`src/rtl/hazard_pkg.sv`:
```
// Shared constants and types for the pipeline hazard controller.
// Forward-select codes, load result code and the memory-wait FSM states.
package hazard_pkg;

  localparam logic [1:0] FWD_RF   = 2'b00;
  localparam logic [1:0] FWD_W    = 2'b01;
  localparam logic [1:0] FWD_M    = 2'b10;
  localparam logic [1:0] RES_LOAD = 2'b01;

  typedef enum logic {
    S_RUN,
    S_WAIT
  } state_t;

endpackage

```
`src/rtl/sat_counter.sv`:
```
// Saturating event counter.
// Holds at all-ones instead of wrapping.
module sat_counter #(
  parameter int W = 16
) (
  input  logic         clk,
  input  logic         rst_n,
  input  logic         inc,
  output logic [W-1:0] count
);

  always_ff @(posedge clk or negedge rst_n) begin
    if (!rst_n) begin
      count <= '0;
    end else if (inc && (count != '1)) begin
      count <= count + 1'b1;
    end
  end

endmodule

```
`src/rtl/hazard_ctrl_p.sv`:
```
// Pipeline hazard controller: forwarding, load-use/RAW stalls,
// memory wait-state freeze, wait timeout and perf counters.
module hazard_ctrl_p
  import hazard_pkg::*;
#(
  parameter int REG_AW      = 5,
  parameter int FWD_EN      = 1,
  parameter int MEM_TIMEOUT = 64,
  parameter int CNT_W       = 16
) (
  input  logic              clk,
  input  logic              rst_n,
  input  logic [REG_AW-1:0] Rs1D,
  input  logic [REG_AW-1:0] Rs2D,
  input  logic [REG_AW-1:0] Rs1E,
  input  logic [REG_AW-1:0] Rs2E,
  input  logic [REG_AW-1:0] RdE,
  input  logic [REG_AW-1:0] RdM,
  input  logic [REG_AW-1:0] RdW,
  input  logic              RegWriteE,
  input  logic              RegWriteM,
  input  logic              RegWriteW,
  input  logic [1:0]        ResultSrcE,
  input  logic              PCSrcE,
  input  logic              MemReqM,
  input  logic              MemReadyM,
  output logic [1:0]        ForwardAE,
  output logic [1:0]        ForwardBE,
  output logic              StallF,
  output logic              StallD,
  output logic              StallE,
  output logic              StallM,
  output logic              FlushD,
  output logic              FlushE,
  output logic              FlushW,
  output logic              lwStall,
  output logic              MemTimeout,
  output logic [CNT_W-1:0]  StallCount,
  output logic [CNT_W-1:0]  FlushCount
);

  localparam int CW = $clog2(MEM_TIMEOUT + 1);

  state_t        state;
  logic [CW-1:0] waitCnt;
  logic [31:0]   runLen;
  logic          memStall;
  logic          hazD;
  logic          loadUse;

  function automatic logic hit(
    input logic [REG_AW-1:0] rs,
    input logic [REG_AW-1:0] rd,
    input logic              we
  );
    return we && (rs != '0) && (rs == rd);
  endfunction

  function automatic logic [1:0] fwdSel(
    input logic [REG_AW-1:0] rs
  );
    if (hit(rs, RdM, RegWriteM)) return FWD_M;
    if (hit(rs, RdW, RegWriteW)) return FWD_W;
    return FWD_RF;
  endfunction

  always_comb begin
    ForwardAE = FWD_RF;
    ForwardBE = FWD_RF;
    if (FWD_EN != 0) begin
      ForwardAE = fwdSel(Rs1E);
      ForwardBE = fwdSel(Rs2E);
    end
  end

  assign hazD = hit(Rs1D, RdE, RegWriteE)
              | hit(Rs2D, RdE, RegWriteE)
              | hit(Rs1D, RdM, RegWriteM)
              | hit(Rs2D, RdM, RegWriteM);

  assign loadUse = (ResultSrcE == RES_LOAD)
                 & (hit(Rs1D, RdE, 1'b1)
                 |  hit(Rs2D, RdE, 1'b1));

  assign lwStall  = (FWD_EN != 0) ? loadUse : hazD;
  assign memStall = MemReqM & ~MemReadyM;

  // Conditions overlap, so first match wins.
  always_comb begin
    StallF = 1'b0;
    StallD = 1'b0;
    StallE = 1'b0;
    StallM = 1'b0;
    FlushD = 1'b0;
    FlushE = 1'b0;
    FlushW = 1'b0;
    priority case (1'b1)
      memStall: begin
        StallF = 1'b1;
        StallD = 1'b1;
        StallE = 1'b1;
        StallM = 1'b1;
        FlushW = 1'b1;
      end
      PCSrcE: begin
        FlushD = 1'b1;
        FlushE = 1'b1;
      end
      lwStall: begin
        StallF = 1'b1;
        StallD = 1'b1;
        FlushE = 1'b1;
      end
      default: ;
    endcase
  end

  // Length of the current wait run including this cycle.
  assign runLen = (state == S_WAIT) ? (32'(waitCnt) + 32'd2) : 32'd1;

  always_ff @(posedge clk or negedge rst_n) begin
    if (!rst_n) begin
      state      <= S_RUN;
      waitCnt    <= '0;
      MemTimeout <= 1'b0;
    end else begin
      unique case (state)
        S_RUN: begin
          waitCnt <= '0;
          if (memStall) state <= S_WAIT;
        end
        S_WAIT: begin
          if (!memStall) begin
            state   <= S_RUN;
            waitCnt <= '0;
          end else if (waitCnt != CW'(MEM_TIMEOUT)) begin
            waitCnt <= waitCnt + 1'b1;
          end
        end
        default: state <= S_RUN;
      endcase
      if (memStall && (runLen >= 32'(MEM_TIMEOUT))) begin
        MemTimeout <= 1'b1;
      end
    end
  end

  sat_counter #(.W(CNT_W)) uStallCnt (
    .clk   (clk),
    .rst_n (rst_n),
    .inc   (StallF),
    .count (StallCount)
  );

  sat_counter #(.W(CNT_W)) uFlushCnt (
    .clk   (clk),
    .rst_n (rst_n),
    .inc   (FlushD),
    .count (FlushCount)
  );

endmodule

```
`config.mk`:
```
export PLATFORM = sky130hd
export DESIGN_NAME = hazard_ctrl_p
export DESIGN_NICKNAME = d
export VERILOG_FILES = /design/src/rtl/hazard_pkg.sv /design/src/rtl/sat_counter.sv /design/src/rtl/hazard_ctrl_p.sv
export SDC_FILE = /design/constraint.sdc
export NUM_CORES = 1
export LEC_CHECK = 0
export ABC_AREA = 1
export CORE_ASPECT_RATIO = 0.7
export CORE_MARGIN = 2
export CORE_UTILIZATION = 47
export CTS_CLUSTER_DIAMETER = 30
export DETAILED_ROUTE_END_ITERATION = 12
export PLACE_DENSITY = 0.78
export SETUP_SLACK_MARGIN = 0.1
export SLEW_MARGIN = 0
export SYNTH_ARGS = -nofsm -noshare
export SYNTH_HDL_FRONTEND = slang
export SYNTH_SLANG_ARGS = --single-unit
```
`constraint.sdc`:
```
create_clock -name clk -period 1.8 [get_ports clk]
set_input_delay 0.36 -clock clk [delete_from_list [all_inputs] [get_ports clk]]
set_output_delay 0.36 -clock clk [all_outputs]
set_load 0.01 [all_outputs]
```
; ---- After elaboration in Yosys (flattened, before gate mapping)
; Index checks and enable logic that the tools add are counted.
[totals]
reg_bits = 41
input_bits = 45
out_inout_bits = 45
elab_cells = 69
[op_classes]
add_sub_neg = 4
order_cmp = 1
n_eq_ne = 11
mux = 26
n_bitwise = 5
n_reduce_logical = 17
[ops]
columns = op, count
row1 = "adder 16 x 1 -> 16 bit, second input constant", 2
row2 = "!= test 16 bit, second input constant", 2
row3 = == test 5 bit, 6
row4 = nonzero test 5 bit, 4
row5 = 2-to-1 mux 2 bit, 8
row6 = 2-to-1 mux 1 bit, 14
row7 = 2-to-1 mux 7 bit, 2
row8 = case mux 7 bit (2 select lines), 1
row9 = logical AND 1 bit, 13
row10 = "adder 7 x 2 -> 8 bit, second input constant", 1
row11 = ">= comparator 8 x 7 -> 1 bit, second input constant", 1
row12 = 2-to-1 mux 8 bit, 1
row13 = "adder 7 x 1 -> 7 bit, second input constant", 1
row14 = "!= test 7 bit, second input constant", 1
row15 = "!= test 3 x 2 -> 1 bit, second input constant", 1
row16 = bitwise AND 1 bit, 2
row17 = "== test 2 x 1 -> 1 bit, second input constant", 1
row18 = inverter 1 bit, 2
row19 = OR 1 bit, 1

; ---- Depth between registers and ports, before layout
; Gate-level depths: netlist (run 1).
[depth]
depth_word = 8
depth_mapped = 12
depth_no_buf = 11

; ---- Modules after synthesis
; From an unflattened synthesis (run 1), not the netlist that was laid out.
[unflattened]
cells_unflattened = 499
hier_area_um2 = 3226.8
[by_module_without_submodules]
columns = module, instances, cells_each, area_each_um2, seq_area_each_um2
row1 = sat_counter, 2, 149, 1058.5, 400.4
row2 = hazard_ctrl_p, 1, 201, 1109.8, 225.2

; ---- Least setup slack after synthesis (run 1)
; Ideal clock, no wire load.
[synth_path]
path_type = input to output
start = input port MemReqM
end = output port StallF
t_arrival_ns = 1.332
required_time_ns = 1.440
slack_ns = 0.108
path_stages = 6
path_buffers = 2
path_cell_list = inv_1 nor2_1 inv_1 nand2_2 buf_4 buf_4
[synth_between]
elab_chain_len = 2
[synth_lines]
columns = item, line
row1 = start: declaration, hazard_ctrl_p.sv:25  ; input logic MemReqM,
row2 = bitwise AND 1 bit, hazard_ctrl_p.sv:86  ; assign memStall = MemReqM & ~MemReadyM;
row3 = 2-to-1 mux 1 bit, n/a
row4 = end: declaration, hazard_ctrl_p.sv:29  ; output logic StallF,
; No other way between the ends.

; ---- Worst setup path after layout (run 1)
[layout_path]
start = register uFlushCnt.count[1]
end = output port FlushCount[1]
[layout_rtl]
columns = item, line
row1 = start: declaration, sat_counter.sv:9  ; output logic [W-1:0] count
row2 = start signal: assignment, sat_counter.sv:16  ; count <= count + 1'b1;
row3 = end: declaration, hazard_ctrl_p.sv:39  ; output logic [CNT_W-1:0] FlushCount
; No word-level cell between the ends.

==> results of run 1 <==
[critical path, delay by kind of cell (launching register included)]
kind	cells	cell delay (ps)
DFF	1	370
buffers and inverters	2	670
[registers in the layout (all words and copies together), names as in the netlist]
register / flops
MemTimeout: 1
state: 1
uFlushCnt.count: 16
uStallCnt.count: 16
waitCnt: 7
[power groups by stage]
stage | logic, uW | clock network, uW | registers, uW
2_1_floorplan | 338 | 0 | 1260
3_3_place_gp | 939 | 0 | 1210
3_5_place_dp | 959 | 0 | 1210
4_1_cts | 946 | 576 | 1200
5_1_grt | 1120 | 623 | 1210
6_report | 1020 | 560 | 1200
[through the flow]
stage | power [uW] | setup WS (ps) | hold slack (ps) | std cells | instance area (sq um)
after floorplan | 1600 | 108 | 64.4 | 399 | 2830
after global placement | 2150 | -629 | 444 | 583 | 3970
after detailed placement | 2170 | -681 | 455 | 583 | 3970
after CTS | 2720 | 98.8 | 143 | 594 | 4070
after global routing | 2960 | 71.5 | 157 | 599 | 4110
final | 2780 | 109 | 114 | 599 | 4110
[worst max-delay path by stage]
stage	to	slack [ps]	cells after the start
after floorplan	StallF	110	6
after global placement	StallF	-630	10
after detailed placement	StallD	-680	10
after CTS	StallD	100	10
after global routing	uFlushCnt.count[15]$_DFFE_PN0P_	70	7
final	FlushCount[1]	110	2
[cells by family after synthesis]
family | share of synthesized area [%]
AO/OA/AOI/OAI | 5.39
XOR/XNOR | 11.1
adder cells (fa/ha/maj) | 2.21
buffers and inverters | 9.05
flip-flops | 36.2
AND/OR/NAND/NOR | 36.0
[placed cells by master, fill, tap and decap left out, types with 2 or more instances in the layout]
| cell | synthesis | routed |
|---|---|---|
| o22ai_2 | 0 | 2 |
| nand3_1 | 36 | 35 |
| dfrtp_1 | 41 | 30 |
| nand4_1 | 7 | 7 |
| o21ai_0 | 10 | 8 |
| dlygate4sd2_1 | 0 | 13 |
| buf_6 | 2 | 5 |
| clkbuf_8 | 0 | 5 |
| nor3_1 | 13 | 8 |
| nand3_2 | 1 | 2 |
| o21ai_1 | 0 | 2 |
| clkdlybuf4s15_2 | 0 | 3 |
| clkdlybuf4s50_1 | 0 | 25 |
| dlymetal6s2s_1 | 0 | 7 |
| buf_2 | 1 | 28 |
| o2111ai_2 | 0 | 2 |
| xor2_1 | 21 | 21 |
| a211oi_2 | 0 | 2 |
| inv_2 | 1 | 11 |
| clkdlybuf4s15_1 | 0 | 2 |
| ha_1 | 5 | 4 |
| clkbuf_2 | 0 | 8 |
| dfrtp_2 | 0 | 11 |
| nand2_1 | 120 | 119 |
| nor2_2 | 1 | 10 |
| buf_4 | 4 | 34 |
| a21oi_1 | 7 | 6 |
| inv_1 | 52 | 42 |
| nor3_2 | 1 | 6 |
| nand2_2 | 3 | 4 |
| nor2_4 | 2 | 3 |
| nor2_1 | 43 | 33 |
| xnor2_1 | 13 | 13 |
[synthesized netlist by cell type, types with 2 or more instances]
cell type / instances
a211oi_1: 2
a21oi_1: 7
buf_4: 4
buf_6: 2
dfrtp_1: 41
ha_1: 5
inv_1: 52
nand2_1: 120
nand2_2: 3
nand3_1: 36
nand4_1: 7
nor2_1: 43
nor2_4: 2
nor3_1: 13
nor4_1: 2
o2111ai_1: 2
o21ai_0: 10
o22ai_1: 3
xnor2_1: 13
xor2_1: 21
[per-layer routing]
layer  wire, um  up-vias  GRT usage, %
met1       3840     1444          33.6
met5          0        -             0
met3        567       16          5.04
met4        104        0          5.63
li1           -     1514             -
met2       3910      136          38.3
[area by class of cell]
class / count / area (sq um)
multi-input combinational: 298 / 1680
fill: 483 / 1680
sequential: 41 / 1040
timing repair buffer: 126 / 1020
inverter: 53 / 199
tap: 75 / 93.8
clock buffer: 5 / 68.8
clock inverter: 1 / 5.00
[what timing repair did]
action | CTS | global route
buffers inserted | 5 | 5
hold buffers | 0 | 0
gates resized for setup | 169 | 63
setup endpoints to repair | 38 | 49
pin swaps | 32 | 33
==> run summary, run 1 <==
Setup Skew: 10.3 ps
clk sinks: 41
cells along the critical path: buf_4 > clkdlybuf4s50_1
Syn Inst Count: 399
core box area: 0.00578 sq mm
FMAX: 591 MHz
Die Area: 0.00667 sq mm
Tot GR Track Use: 23.9%
measured slew at the worst slew-check pin: 523 ps
RSZ-0062 raised after global routing: true
row count: 23
Hold Path Class: in -> async
wire length of the first global-routing pass: 12,700 um
total gr overflow: 0
Initial Utilization: 49.0%
Nets: 575
R2R depth: 6
Vias/cell: 5.19
Internal Pwr Total: 1840 uW
Post-synth EDFFs: 0
syn nets: 449
#FFs+latches synth: 41
share of cells above drive strength 1: 27.7%
vias in the first global route: 2,706
register area share after synthesis: 36.2%
Worst Path Max Fanout: 3
number of buffers created by CTS: 5
status: finished clean
Inserted Diodes: 0
# port buffers: 88
DRC violations left: 0
Post-Syn Area per Cell: 7.10 sq um
clk_lat worst skew: 300 ps
CTS max path bufs: 2
count of final hold-check violations: 0
Register-to-Register Setup Slack: 190 ps
CP peak stage delay: 540 ps
gpl congestion: 0.944
area share of the largest cell type after synthesis: 36.2%
die width: 96.8 um
combinational share of power: 36.8%
Final Util: 71.0%
leading area contributor after synthesis: dfrtp_1
Via Count: 3,110
Synth area leaders: dfrtp_1 36%, nand2_1 16%, inv_1 6.9%, xor2_1 6.5%, nand3_1 6.4%
Worst Setup SP: uFlushCnt.count[1]$_DFFE_PN0P_
CTS clock-pin slew for the worst setup and hold paths: 70 ps
Req. time, crit path: 1440 ps
R2R Path Start: uStallCnt.count[8]$_DFFE_PN0P_
class of the most critical setup path: reg -> out
RR Endpoint: uStallCnt.count[8]$_DFFE_PN0P_
post-synth cell types: 31
Pre-Repair DR Iteration Count: 7
Antenna Violating Nets Remaining: 0
Critical Path Start Type: flop
crit path capture type: output pin
Period minus WS final: 1690 ps
clock group share of total power: 20.1%
switch share: 33.9%
P_sw: 945 uW
register share of total power: 43.1%
final cycle utilization of the critical path: 94.0%
Max-cap violations: 0
CP max-delay cell: clkdlybuf4s50_1
pwr/cell area: 678 mW/mm^2
largest net degree at the start of global routing: 42
cell area after synthesis: 0.00283 sq mm
yosys warns: 0
Final Setup Violations: 0
CTS tree: done
number of DRC markers in iteration 0: 204
root buffer cell: clkbuf_8
H-tree depth: 2
Async SR Flop Fraction: 100%
chip height: 69.0 um
dpl hpwl: 6120 um
Top Ports: 90
prevailing post-synth register cell: dfrtp_1
WL/cell: 14.1 um
setup TNS: 0 ps
initial antenna violation count: 0
maximum vdd ir drop: 0.000650 V
Critical Path AT: 1330 ps
area delta synth->final: 45.0%
relative slew slack: 65.1%
Leak: 0.00214 uW
Post-Route WL: 8420 um
Max Transition Viols Final: 0
Note: power is estimated with default switching activity, not from simulation.
==> inputs of run 2 (changes only) <==
CORE_MARGIN = 5   (was 2)
CORE_UTILIZATION = 42   (was 47)
PLACE_DENSITY = 0.73   (was 0.78)
RECOVER_POWER = 25   (was default)
clock period = 1.52 ns   (was 1.8 ns; I/O delays follow)
==> run summary, run 2 (synthesis gave the netlist of run 1 again) <==
WL met2: 5220 um
area delta synth->final: 78.5%
failing checks: negative setup slack
area of the multi-input gates: 0.00206 sq mm
total gr overflow: 0
chip height: 78.7 um
most common cell after layout, fill and taps aside: nand2_1
measured slew at the worst slew-check pin: 453 ps
Post-Route WL: 10,300 um
Hold Path Class: reg -> reg
Worst Path Max Fanout: 5
Critical Path Start Type: flop
Inserted Diodes: 0
Period minus WS final: 1600 ps
relative slew slack: 69.8%
Register Area: 0.00103 sq mm
DRC violations left: 0
Pre-Repair DR Iteration Count: 5
FMAX: 624 MHz
Regs by FF count: uFlushCnt.count: 16 flops, uStallCnt.count: 16 flops, waitCnt: 7 flops
Die Area: 0.00851 sq mm
Tot GR Track Use: 23.4%
Req. time, crit path: 1710 ps
initial antenna violation count: 0
Layout fillers: 457
crit path capture type: flop
row count: 25
RSZ-0062 raised after global routing: true
Internal Pwr Total: 2710 uW
largest net degree at the start of global routing: 25
Vias/cell: 5.08
Final Util: 75.9%
switch share: 34.2%
vias in the first global route: 3,349
CTS clock-pin slew for the worst setup and hold paths: 80 ps
clk sinks: 41
dpl ws: -913 ps
status: complete, but fails checks
Setup Skew: 6.06 ps
Top Ports: 90
die width: 108 um
wire length of the first global-routing pass: 15,900 um
Via Count: 3,403
met3 routed WL: 546 um
number of DRC markers in iteration 0: 171
CTS max path bufs: 2
Antenna Violating Nets Remaining: 0
# port buffers: 88
setup ws final: -82.9 ps
maximum vdd ir drop: 0.00106 V
combinational share of power: 44.2%
CTS tree: done
clk_lat worst skew: 300 ps
Max-cap violations: 0
WL/cell: 15.4 um
WL met1: 4280 um
root buffer cell: clkbuf_8
Nets: 625
most frequent cells in the layout: 101 x nand2_1, 75 x buf_4, 38 x dfrtp_1, 31 x inv_1, 28 x buf_6
Max Transition Viols Final: 0
highest metal used: met4
class of the most critical setup path: reg -> reg
core box area: 0.00666 sq mm
gpl congestion: 0.962
final cycle utilization of the critical path: 105%
clock group share of total power: 22.3%
register share of total power: 33.5%
dpl hpwl: 6710 um
Initial Utilization: 42.5%
Final Setup Violations: 18
share of cells above drive strength 1: 47.4%
pwr/cell area: 815 mW/mm^2
Critical Path AT: 1790 ps
Leak: 0.00254 uW
H-tree depth: 2
count of final hold-check violations: 0
P_sw: 1410 uW
number of buffers created by CTS: 5
## run 2: layout make-up
class / count / area share (%)
tap: 94 / 2.33
timing repair buffer: 176 / 29.9
multi-input combinational: 298 / 40.7
inverter: 53 / 4.43
clock inverter: 1 / 0.594
sequential: 41 / 20.4
clock buffer: 7 / 1.71
## run 2: what timing repair did
item / CTS / global route
endpoints found under the hold margin: 17 / 0
gates cloned: 1 / 0
setup endpoints to repair: 77 / 60
pin swaps: 66 / 54
setup buffers: 23 / 13
resized for setup: 354 / 93
hold buffers: 1 / 0
## run 2: worst paths after layout
kind | start | slack (ps) | depth (start not counted) | end
min reg2reg | MemTimeout$_DFFE_PN0P_ | 460 | 2 | MemTimeout$_DFFE_PN0P_
min | MemTimeout$_DFFE_PN0P_ | 460 | 2 | MemTimeout$_DFFE_PN0P_
max in group asynchronous | rst_n | 280 | 3 | uFlushCnt.count[10]$_DFFE_PN0P_
max | uFlushCnt.count[0]$_DFFE_PN0P_ | -80 | 11 | uFlushCnt.count[1]$_DFFE_PN0P_
min in group asynchronous | rst_n | 480 | 2 | uStallCnt.count[7]$_DFFE_PN0P_
max reg2reg | uFlushCnt.count[0]$_DFFE_PN0P_ | -80 | 11 | uFlushCnt.count[1]$_DFFE_PN0P_
## run 2: per-layer routing
layer | vias up | track usage (%)
met5 | - | 0
met1 | 1638 | 29.5
met3 | 27 | 5.28
li1 | 1619 | -
met4 | 0 | 5.04
met2 | 119 | 41.1
## run 2: critical path, cell delays in order (launching register included)
cell and delay (ps):
dfrtp_1 370, ha_2 220, nand3_4 80, inv_2 70
nand2_1 50, nand3b_1 190, nand2_4 150, buf_8 140
inv_8 40, buf_6 100, nand2_2 40, nand2_1 50
## run 2: stage by stage
step                      power, uW  cell area, sq um  hold slack (ps)  setup TNS [ps]  cells
after global placement         2660              4190              263          -21720    624
after floorplan                1920              2870             8.41           -17.7    399
final                          4120              5060              461            -516    670
after global routing           4340              5060              498           -3090    670
after detailed placement       2700              4190              264          -22910    624
after CTS                      3820              4780              467            -281    657
## run 2: power by group through the flow
stage	clock network (uW)	logic (uW)	registers, uW
floorplan	0	417	1510
global placement	0	1260	1410
detailed placement	0	1290	1410
CTS	923	1530	1360
global route	977	1960	1400
finish	919	1820	1380
==> inputs of run 3 (changes only) <==
CELL_PAD_IN_SITES_DETAIL_PLACEMENT = 1   (was default)
CELL_PAD_IN_SITES_GLOBAL_PLACEMENT = 2   (was default)
CORE_UTILIZATION = 23   (was 42)
GPL_TIMING_DRIVEN = 1   (was default)
PLACE_DENSITY = 0.75   (was 0.73)
==> run summary, run 3 (synthesis gave the netlist of run 1 again) <==
CTS max path bufs: 2
dpl ws: -906 ps
Internal Pwr Total: 2750 uW
R2R depth: 6
initial antenna violation count: 0
pwr/cell area: 816 mW/mm^2
DRC violations left: 0
Crit path depth: 6
Final Setup Violations: 25
P_sw: 1450 uW
Max-cap violations: 0
Inserted Diodes: 0
Req. time, crit path: 1220 ps
number of buffers created by CTS: 5
RSZ-0062 raised after global routing: true
most common cell after layout, fill and taps aside: nand2_1
area delta synth->final: 81.5%
share of cells above drive strength 1: 48.4%
maximum vdd ir drop: 0.000759 V
relative slew slack: 60.0%
root buffer cell: clkbuf_16
register share of total power: 32.9%
CTS clock-pin slew for the worst setup and hold paths: 60 ps
Die Area: 0.0147 sq mm
Hold Path Class: reg -> reg
class of the most critical setup path: in -> out
vias in the first global route: 3,457
Leak: 0.00255 uW
final cycle utilization of the critical path: 104%
measured slew at the worst slew-check pin: 600 ps
Antenna Violating Nets Remaining: 0
Worst Setup SP: MemReadyM
Post-Route WL: 11,100 um
dpl hpwl: 8070 um
wire length of the first global-routing pass: 17,700 um
Max Transition Viols Final: 0
chip height: 103 um
Critical Path AT: 1280 ps
# port buffers: 88
switch share: 34.5%
Top Family by Delay on Critical Path: buffers and inverters
Period minus WS final: 1580 ps
H-tree depth: 2
area of the multi-input gates: 0.00206 sq mm
clk sinks: 41
WP buf/inv: 4
Via Count: 3,222
count of final hold-check violations: 0
Initial Utilization: 23.8%
R2R Path Start: uStallCnt.count[9]$_DFFE_PN0P_
Vias/cell: 4.40
Placed Cells: 691
clock group share of total power: 26.7%
CP peak stage delay: 300 ps
largest net degree at the start of global routing: 42
CP max-delay cell: nor2_1
Register Area: 0.00103 sq mm
crit path capture type: output pin
Pre-Repair DR Iteration Count: 4
Tot GR Track Use: 15.2%
Hold Startpoint: MemTimeout$_DFFE_PN0P_
hold depth: 2
WL/cell: 15.2 um
die width: 143 um
setup TNS: -738 ps
clk_lat worst skew: 290 ps
setup ws final: -59.9 ps
most frequent cells in the layout: 97 x nand2_1, 78 x buf_4, 34 x dfrtp_1, 31 x inv_1, 26 x nor2_1
Register-to-Register Setup Slack: -50 ps
row count: 33
Worst Path Max Fanout: 3
Critical Path Start Type: input pin
Top Ports: 90
failing checks: negative setup slack
number of DRC markers in iteration 0: 99
Nets: 625
FMAX: 633 MHz
status: complete, but fails checks
RR Endpoint: uStallCnt.count[13]$_DFFE_PN0P_
Setup Skew: 5.88 ps
Placed Instance Area: 0.00430 sq mm
Layout fillers: 1,455
Most Frequent Cell on Critical Path: buf_6
Final Util: 43.2%
post-route cell area: 0.00514 sq mm
non-filler instance count after layout: 733
total gr overflow: 0
cells along the critical path: dlygate4sd2_1 > nor2_1 > buf_6 > inv_1 > nand2_4 > buf_6
CTS tree: done
combinational share of power: 40.4%
gpl congestion: 0.832
Regs by FF count: uFlushCnt.count: 16 flops, uStallCnt.count: 16 flops, waitCnt: 7 flops
worst setup path end: StallD
core box area: 0.0119 sq mm
## run 3: layout make-up
| cell class | count | area share [%] |
|---|---|---|
| clock buffer | 7 | 2.77 |
| clock inverter | 1 | 0.146 |
| inverter | 53 | 4.31 |
| multi-input combinational | 299 | 40.0 |
| sequential | 41 | 20.1 |
| tap | 157 | 3.82 |
| timing repair buffer | 175 | 28.8 |
## run 3: power groups by stage
stage               Combinational (uW)  Sequential, uW  Clock [uW]
finish                            1700            1380        1120
detailed placement                1330            1420           0
global route                      1850            1400        1200
floorplan                          417            1510           0
global placement                  1290            1410           0
CTS                               1550            1370        1150
## run 3: worst min path at each step
stage                                                end  slack [ps]
after detailed placement  uStallCnt.count[7]$_DFFE_PN0P_         300
after floorplan                   MemTimeout$_DFFE_PN0P_           8
after CTS                                state$_DFF_PN0_         460
after global placement    uStallCnt.count[7]$_DFFE_PN0P_         300
after global routing              MemTimeout$_DFFE_PN0P_         490
final                             MemTimeout$_DFFE_PN0P_         460
## run 3: metrics by stage
stage,hold slack (ps),total power [uW]
after floorplan,8.41,1920
after global placement,303,2700
after detailed placement,301,2750
after CTS,461,4070
after global routing,489,4450
final,459,4200
## run 3: routing by layer
metal / wire length [um] / up-vias / track usage, %
li1: - / 1620 / -
met1: 5380 / 1551 / 21.4
met2: 5330 / 41 / 24.1
met3: 285 / 10 / 2.87
met4: 117 / 0 / 3.73
met5: 0 / - / 0
## run 3: worst reg2reg max path: stages, from the launching register on
cell and delay, ps:
dfrtp_1 410, inv_2 100, nor3_4 280, nand4_4 300, buf_8 250, nand3_2 70, nand2_1 50
## run 3: what timing repair did
| item | CTS | global route |
|---|---|---|
| setup buffers | 21 | 11 |
| gates resized for setup | 342 | 101 |
| setup endpoints to repair | 80 | 60 |
| pin swaps | 68 | 44 |
| endpoints found under the hold margin | 15 | 0 |
| hold buffers | 1 | 0 |
| cloned | 0 | 1 |
